<file path="src/rtl/hazard_scoreboard_pkg.sv">
// Shared constants and types for the register hazard scoreboard.
package hazard_scoreboard_pkg;
  localparam int NREGS         = 32;
  localparam int REG_IDX_W     = 5;
  localparam int STALL_MAX_DEF = 64;

  typedef enum logic {
    RUN   = 1'b0,
    STALL = 1'b1
  } sb_state_e;
endpackage

</file>
<file path="src/rtl/hazard_scoreboard_sat_cnt.sv">
// Saturating up-counter with synchronous clear; clear wins over increment.
module scoreboard_sat_cnt #(
  parameter int W = 8
) (
  input  logic         clk,
  input  logic         rst_n,
  input  logic         inc,
  input  logic         clr,
  output logic [W-1:0] q
);
  always_ff @(posedge clk or negedge rst_n) begin
    if (!rst_n)                 q <= '0;
    else if (clr)               q <= '0;
    else if (inc && (q != '1))  q <= q + W'(1);
  end
endmodule

</file>
<file path="src/rtl/hazard_scoreboard.sv">
// In-flight write tracker: stalls decode on RAW/WAW hazards against pending
// writebacks, with same-cycle writeback bypass and a deadlock watchdog.
//
// state | meaning
// RUN   | decode advancing, no hazard last cycle
// STALL | decode held by a hazard last cycle
module hazard_scoreboard
  import hazard_scoreboard_pkg::sb_state_e;
  import hazard_scoreboard_pkg::RUN;
  import hazard_scoreboard_pkg::STALL;
  import hazard_scoreboard_pkg::REG_IDX_W;
  import hazard_scoreboard_pkg::STALL_MAX_DEF;
#(
  parameter int NREGS     = hazard_scoreboard_pkg::NREGS,
  parameter int STALL_MAX = STALL_MAX_DEF,
  parameter int CNT_W     = 16
) (
  input  logic                 clk,
  input  logic                 rst_n,
  input  logic                 id_valid,
  input  logic [REG_IDX_W-1:0] id_dst,
  input  logic [REG_IDX_W-1:0] id_src1,
  input  logic [REG_IDX_W-1:0] id_src2,
  input  logic                 id_use_src1,
  input  logic                 id_use_src2,
  input  logic                 id_writes_dst,
  input  logic                 wb_valid,
  input  logic [REG_IDX_W-1:0] wb_dst,
  input  logic                 flush,
  output logic                 id_stall,
  output logic [NREGS-1:0]     pending,
  output logic                 state,
  output logic [7:0]           stall_run,
  output logic [CNT_W-1:0]     stall_total,
  output logic                 err_deadlock
);
  logic [NREGS-1:0] wb_mask;
  logic [NREGS-1:0] set_mask;
  logic [NREGS-1:0] pend_eff;
  logic             hazard;
  logic             issue;
  sb_state_e        state_q;
  sb_state_e        state_d;

  always_comb begin
    wb_mask = '0;
    if (wb_valid) wb_mask[wb_dst] = 1'b1;
  end

  assign pend_eff = pending & ~wb_mask;
  assign hazard   = (id_use_src1   & pend_eff[id_src1])
                  | (id_use_src2   & pend_eff[id_src2])
                  | (id_writes_dst & pend_eff[id_dst]);

  // Reset gates the stall so a held-in-reset pipeline never sees a hold.
  assign id_stall = rst_n & id_valid & hazard & ~flush;
  assign issue    = id_valid & ~id_stall & ~flush;

  always_comb begin
    set_mask = '0;
    if (issue && id_writes_dst) set_mask[id_dst] = 1'b1;
  end

  always_ff @(posedge clk or negedge rst_n) begin
    if (!rst_n)     pending <= '0;
    else if (flush) pending <= '0;
    else            pending <= pend_eff | set_mask;
  end

  always_ff @(posedge clk or negedge rst_n) begin
    if (!rst_n) state_q <= RUN;
    else        state_q <= state_d;
  end

  always_comb begin
    state_d = RUN;
    if (!flush && id_stall) state_d = STALL;
  end

  assign state = state_q;

  scoreboard_sat_cnt #(.W(8)) u_run_cnt (
    .clk   (clk),
    .rst_n (rst_n),
    .inc   (id_stall),
    .clr   (~id_stall),
    .q     (stall_run)
  );

  scoreboard_sat_cnt #(.W(CNT_W)) u_total_cnt (
    .clk   (clk),
    .rst_n (rst_n),
    .inc   (id_stall),
    .clr   (1'b0),
    .q     (stall_total)
  );

  always_ff @(posedge clk or negedge rst_n) begin
    if (!rst_n)
      err_deadlock <= 1'b0;
    else if (flush)
      err_deadlock <= 1'b0;
    else if (id_stall && ((int'(stall_run) + 1) == STALL_MAX))
      err_deadlock <= 1'b1;
  end
endmodule

</file>
<file path="config.mk">
export PLATFORM = sky130hd
export DESIGN_NAME = hazard_scoreboard
export DESIGN_NICKNAME = d
export VERILOG_FILES = /design/src/rtl/hazard_scoreboard_pkg.sv /design/src/rtl/hazard_scoreboard_sat_cnt.sv /design/src/rtl/hazard_scoreboard.sv
export SDC_FILE = /design/constraint.sdc
export NUM_CORES = 1
export LEC_CHECK = 0
export ABC_AREA = 1
export CAP_MARGIN = 20
export CORE_AREA = 3 3 85 127
export CTS_CLUSTER_SIZE = 30
export DETAILED_ROUTE_END_ITERATION = 10
export DIE_AREA = 0 0 88 130
export GPL_ROUTABILITY_DRIVEN = 1
export MAX_ROUTING_LAYER = met4
export PLACE_DENSITY = 0.78
export SYNTH_ARGS = -nofsm -noshare
export SYNTH_HDL_FRONTEND = slang
export SYNTH_SLANG_ARGS = --single-unit
</file>
<file path="constraint.sdc">
create_clock -name clk -period 2.5 [get_ports clk]
set_clock_uncertainty 0.1 [all_clocks]
set_input_delay 0.5 -clock clk [delete_from_list [all_inputs] [get_ports clk]]
set_output_delay 0.5 -clock clk [all_outputs]
set_load 0.01 [all_outputs]
</file>
==> impl_metrics.env, run 1 <==
export IMPL_status="finished with violations"
export IMPL_violations="setup timing"
export IMPL_clockBufferDepth=2
export IMPL_cp_arrival_ns=2.22
export IMPL_synth_seq_area_share_pct=33.52
export IMPL_grt_first_pass_wirelength_um=28130
export IMPL_fmax_mhz=354.4
export IMPL_drt_total_wl_um=18480
export IMPL_slowest_delay_ns=0.22
export IMPL_r2r_end="u_total_cnt.q[6]"
export IMPL_synth_area_per_cell_um2=6.581
export IMPL_cp_required_ns=1.90
export IMPL_h_tree_depth=3
export IMPL_start_util_pct=44.44
export IMPL_cp_cell_sequence="buf_8 > buf_6 > nand3_4 > clkinvlp_4 > nand2_2 > nand2_2 > nand2_1 > nand4_1 > nand2_1 > nand2_1 > nor2_2 > nand2_2 > nand3_4 > nand3_4 > inv_2 > buf_6"
export IMPL_critPathLaunchType="primary input"
export IMPL_cts_buffers_inserted=9
export IMPL_die_y_um=130
export IMPL_reg2reg_from="pending[28]"
export IMPL_fin_total_pwr_w=0.002969
export IMPL_fin_util_pct=73.68
export IMPL_rr_worst_depth=15
export IMPL_fin_area_um2=7179
export IMPL_grt_max_degree=59
export IMPL_grt_usage_pct=33.08
export IMPL_regToRegSetupSlack_ns=-0.04
export IMPL_io_pins=87
export IMPL_setup_violations_final=49
export IMPL_clk_latency_ns=0.34
export IMPL_criticalPathCategory="primary input to output port"
export IMPL_crit_slowest_cell="clkinvlp_4"
export IMPL_dr_first_iter_drc_count=417
export IMPL_dpl_instance_area_um2=6140
export IMPL_max_cap_violations=0
export IMPL_dpl_hpwl_um=12860
export IMPL_p_leak_nw=3.193
export IMPL_die_area_um2=11440
export IMPL_nets=897
export IMPL_drv_slew=0
export IMPL_die_w_um=88
export IMPL_antenna_cells=0
export IMPL_rsz0062_at_grt="yes"
export IMPL_cts_sinks=58
export IMPL_netlist_area_um2=4330
export IMPL_core_um2=9744
export IMPL_netlist_instances=658
export IMPL_syn_num_nets=689
export IMPL_area_delta_synth_final_pct=65.79
export IMPL_ys_types=36
export IMPL_setup_slack_ns=-0.3220
export IMPL_viasPerCell=5.800
export IMPL_clk_pin_slew_ns=0.06
export IMPL_wl_per_cell_um=18.76
export IMPL_core_rowCount=44
export IMPL_hold_viol=0
export IMPL_powerDensity_nw_per_um2=413.6
export IMPL_drive_gt1_share_pct=31.49
export IMPL_antenna_found_initial=0
export IMPL_worstSetupEndpointType="output port"
export IMPL_hold_path_class="primary input to asynchronous set/reset pin"
export IMPL_ir_drop_uv=552.5
export IMPL_cp_max_fo=5
export IMPL_post_route_min_period_ns=2.822
export IMPL_drcViolationCount=0
export IMPL_slew_headroom_pct=51.07
export IMPL_vias=5713
export IMPL_cts_root_buf="clkbuf_16"
export IMPL_grt_pass1_vias=5566
export IMPL_cts_tree="done"
export IMPL_ys_seq_elements=58
export IMPL_fin_crit_sh_pct=112.9
export IMPL_overflow=0
export IMPL_antenna_left=0
export IMPL_nFillCells=744
export IMPL_io_buffer_count=86
export IMPL_ys_warn_count=0
export IMPL_setup_tns_ns=-8.677
export IMPL_dr_pass1_iters=7
export IMPL_worst_pin_slew_ns=0.7339
export IMPL_globalplace_congestion=1.012
==> routing by layer <==
metal | vias up | share of wire (%) | track usage, %
met5 | - | 0 | -
met2 | 337 | 51 | 55.73
met3 | 111 | 6.8 | 6.949
met4 | 0 | 7.5 | 19.51
met1 | 2668 | 35 | 35.22
li1 | 2597 | - | -
==> flip-flops by register name (all words and copies together), names as in the netlist <==
name           cells
state              1
pending           32
u_total_cnt.q     16
err_deadlock       1
u_run_cnt.q        8
==> synthesized netlist by cell type <==
| cell | number | area share, % |
|---|---|---|
| nor2_1 | 53 | 4.6 |
| or4_1 | 1 | 0.17 |
| clkbuf_1 | 6 | 0.52 |
| inv_2 | 8 | 0.69 |
| xor2_1 | 12 | 2.4 |
| o22ai_1 | 7 | 1.0 |
| mux2i_1 | 1 | 0.23 |
| o21ai_1 | 6 | 0.69 |
| nand4_1 | 5 | 0.72 |
| nand2_4 | 1 | 0.26 |
| a21boi_0 | 9 | 1.6 |
| nand3_1 | 169 | 20 |
| buf_1 | 3 | 0.26 |
| xnor2_1 | 9 | 1.8 |
| o21a_1 | 4 | 0.69 |
| ha_1 | 3 | 0.87 |
| nand3_2 | 2 | 0.46 |
| buf_6 | 3 | 0.78 |
| o21ai_0 | 5 | 0.58 |
| nor3_1 | 9 | 1.0 |
| inv_1 | 65 | 5.6 |
| buf_2 | 11 | 1.3 |
| nor2_4 | 1 | 0.26 |
| nor3b_1 | 1 | 0.17 |
| nor3_2 | 2 | 0.46 |
| a22o_1 | 2 | 0.40 |
| dlygate4sd1_1 | 1 | 0.20 |
| nor4_1 | 2 | 0.29 |
| nor2_2 | 2 | 0.29 |
| nand4_2 | 1 | 0.29 |
| dfrtp_1 | 58 | 34 |
| a21boi_1 | 2 | 0.35 |
| o2bb2ai_1 | 1 | 0.20 |
| buf_4 | 1 | 0.17 |
| a21oi_1 | 32 | 3.7 |
| nand2_1 | 160 | 14 |
==> what timing repair did <==
item / in CTS / in global routing
pin swaps: 20 / 18
endpoints found under the setup margin: 59 / 51
setup buffers: 12 / 5
gates resized for setup: 146 / 57
gates cloned: 3 / 3
hold buffers: 0 / 0
==> power by group <==
group          internal [W]  switching, W  total, W  leakage (nW)
clock network      0.000844      0.000423   0.00127         0.152
logic              0.000311      0.000383  0.000694          2.24
registers          0.000967     0.0000415   0.00101         0.805
total               0.00212      0.000847   0.00297          3.19
==> how the worst max path moves through the flow <==
stage	startpoint	to	slack, ns	cells past startpoint
4_1_cts	wb_dst[1]	id_stall	-0.24	16
6_report	wb_dst[1]	id_stall	-0.32	16
2_1_floorplan	id_dst[0]	id_stall	0.06	11
3_5_place_dp	wb_dst[2]	id_stall	-1.43	14
5_1_grt	wb_dst[0]	id_stall	-0.37	17
3_3_place_gp	wb_valid	id_stall	-1.43	14
==> cell families after synthesis <==
logic type / synth area share, %
xor gates and xnor gates: 4.247
adders and majority gates: 0.8669
muxes: 0.2312
and+or+nand+nor: 42.42
DFF: 33.52
buffers and inverters: 9.535
AOI/OAI and AO/OA: 9.188
==> cell type report <==
| type | count | area [um^2] | share of cell area [%] |
|---|---|---|---|
| multi-input combinational | 502 | 2922 | 40.69 |
| timing repair buffer | 220 | 2048 | 28.53 |
| sequential | 58 | 1451 | 20.22 |
| inverter | 73 | 294.0 | 4.096 |
| clock buffer | 13 | 270.3 | 3.764 |
| tap | 115 | 143.9 | 2.004 |
| clock inverter | 2 | 35.03 | 0.4880 |
| timing repair inverter | 2 | 15.01 | 0.2091 |
==> cell usage in the layout, fill, tap and decap left out, types with 8 or more instances in the layout <==
master           count
nand3_1            146
nand2_1            129
buf_4              114
clkdlybuf4s50_1     71
dfrtp_1             58
inv_1               54
nor2_1              47
nand2_2             28
a21oi_1             24
nand3_2             21
buf_6               13
inv_2               12
xor2_1              12
clkbuf_16           12
xnor2_1              9
a21oi_2              8
buf_12               8
==> worst max-delay path: cells and delay by family <==
family / cells / cell delay, ns
and+or+nand+nor: 11 / 1.10
buffers and inverters: 5 / 0.63
==> stage by stage <==
step	setup slack, ns	instances	hold slack (ns)
after CTS	-0.2426	977	0.2804
after global routing	-0.3733	985	0.3095
final	-0.3220	985	0.2541
after floorplan	0.06256	658	0.1044
after detailed placement	-1.433	947	0.3909
after global placement	-1.427	947	0.3913
No activity file was read; power rests on OpenSTA's default activity.
==> run 2, diff against run 1 <==
--- a/config.mk
+++ b/config.mk
@@ -14,6 +14,7 @@
 export GPL_ROUTABILITY_DRIVEN = 1
 export MAX_ROUTING_LAYER = met4
 export PLACE_DENSITY = 0.78
+export SKIP_CTS_REPAIR_TIMING = 1
 export SYNTH_ARGS = -nofsm -noshare
 export SYNTH_HDL_FRONTEND = slang
 export SYNTH_SLANG_ARGS = --single-unit
==> run 2 against run 1 <==
The run still ends with setup timing left. Utilization is 0.65 points higher. Cell count is 0.41% lower. Sequential power hardly changed. Non-clock buffer count is 5 lower. Routed wire length is 0.27% higher. Critical path depth is 2 lower. Largest power group unchanged. Critical endpoint unchanged.
==> impl_metrics.env, run 2 (synthesis gave the netlist of run 1 again) <==
export IMPL_status="finished with violations"
export IMPL_violations="setup timing"
export IMPL_rsz0062_at_grt="yes"
export IMPL_start_util_pct=44.44
export IMPL_cts_root_buf="clkbuf_16"
export IMPL_viasPerCell=5.831
export IMPL_ir_drop_uv=553.1
export IMPL_slew_headroom_pct=50.79
export IMPL_grt_max_degree=59
export IMPL_hold_path_class="primary input to asynchronous set/reset pin"
export IMPL_drive_gt1_share_pct=31.52
export IMPL_h_tree_depth=3
export IMPL_largest_reg_flops=32
export IMPL_clk_latency_ns=0.34
export IMPL_grt_pass1_vias=5301
export IMPL_drv_slew=0
export IMPL_vias=5720
export IMPL_post_route_min_period_ns=2.893
export IMPL_grt_first_pass_wirelength_um=26210
export IMPL_criticalPathCategory="primary input to output port"
export IMPL_core_um2=9744
export IMPL_die_w_um=88
export IMPL_worst_pin_slew_ns=0.7382
export IMPL_clk_pin_slew_ns=0.05
export IMPL_max_cap_violations=0
export IMPL_dr_first_iter_drc_count=368
export IMPL_largestRegisters="pending x32, u_total_cnt.q x16, u_run_cnt.q x8"
export IMPL_dpl_hpwl_um=12860
export IMPL_setup_violations_final=48
export IMPL_cp_arrival_ns=2.29
export IMPL_layout_common_cells="nand3_1, nand2_1, buf_4, clkdlybuf4s50_1, dfrtp_1"
export IMPL_regMostFlops="pending"
export IMPL_p_leak_nw=3.200
export IMPL_crit_start="wb_dst[1]"
export IMPL_cts_tree="done"
export IMPL_setup_tns_ns=-4.261
export IMPL_cts_buffers_inserted=9
export IMPL_cp_max_fo=4
export IMPL_io_pins=87
export IMPL_reg2reg_from="pending[31]"
export IMPL_critPathLaunchType="primary input"
export IMPL_holdWs_ns=0.2484
export IMPL_core_rowCount=44
export IMPL_overflow=0
export IMPL_io_buffer_count=86
export IMPL_powerDensity_nw_per_um2=409.4
export IMPL_area_delta_synth_final_pct=67.26
export IMPL_fin_util_pct=74.33
export IMPL_die_area_um2=11440
export IMPL_dr_pass1_iters=6
export IMPL_antenna_left=0
export IMPL_wl_per_cell_um=18.88
export IMPL_worstSetupEndpointType="output port"
export IMPL_antenna_found_initial=0
export IMPL_globalplace_congestion=1.012
export IMPL_setup_slack_ns=-0.3926
export IMPL_cts_sinks=58
export IMPL_drcViolationCount=0
export IMPL_nFillCells=718
export IMPL_hold_viol=0
export IMPL_clockBufferDepth=2
export IMPL_grt_usage_pct=30.70
export IMPL_drt_total_wl_um=18530
export IMPL_cp_required_ns=1.90
export IMPL_nets=893
export IMPL_fmax_mhz=345.7
export IMPL_die_y_um=130
export IMPL_antenna_cells=0
export IMPL_fin_crit_sh_pct=115.7
## run 2: layout make-up
type	instances	area [um^2]	area share, %
repair inverters	1	7.507	0.1036
clock buffers	13	270.3	3.731
multi-input cells	504	3004	41.48
repair buffers	215	2032	28.05
well taps	115	143.9	1.987
clock inverters	2	35.03	0.4837
inverters	73	299.0	4.129
flip-flops and latches	58	1451	20.04
## run 2: worst max-delay path, cell delays in order
cell and delay, ns:
buf_8 0.10, buf_6 0.13, nand3_4 0.11, clkinvlp_4 0.16, a21boi_4 0.21, o22ai_1 0.10
o21ai_2 0.21, nand2_1 0.11, nor2_2 0.17, nand2_2 0.10, nand3_4 0.12, nand3_4 0.09
inv_2 0.07, buf_6 0.09
## run 2: power breakdown
| group | switching [W] | total (W) | internal, W |
|---|---|---|---|
| Combinational | 0.000394 | 0.000698 | 0.000305 |
| Sequential | 0.0000420 | 0.00101 | 0.000967 |
| Clock | 0.000414 | 0.00126 | 0.000844 |
| Total | 0.000850 | 0.00297 | 0.00212 |
## run 2: final timing paths
kind / end / slack (ns) / cells after the start
max in group asynchronous: pending[2] / 1.55 / 2
min: pending[26] / 0.25 / 2
min reg2reg: err_deadlock / 0.45 / 1
max reg2reg: u_total_cnt.q[5] / 0.15 / 13
min in group clk: err_deadlock / 0.45 / 1
max: id_stall / -0.39 / 14
## run 2: per-stage QoR
stage	std cells	instance area, um^2	setup slack (ns)	total power (W)
2_1_floorplan	658	4330	0.06256	0.001267
3_3_place_gp	947	6140	-1.427	0.001565
3_5_place_dp	947	6140	-1.433	0.001573
4_1_cts	962	6445	-1.452	0.002827
5_1_grt	981	7243	-0.4829	0.003062
6_report	981	7243	-0.3926	0.002965
## run 2: metal layers
layer / GRT usage (%) / share of wire [%] / vias to the layer above
met5: - / 0 / -
met4: 16.80 / 8.2 / 0
met3: 6.064 / 7.4 / 134
met2: 52.13 / 50 / 368
met1: 33.13 / 35 / 2623
li1: - / - / 2595
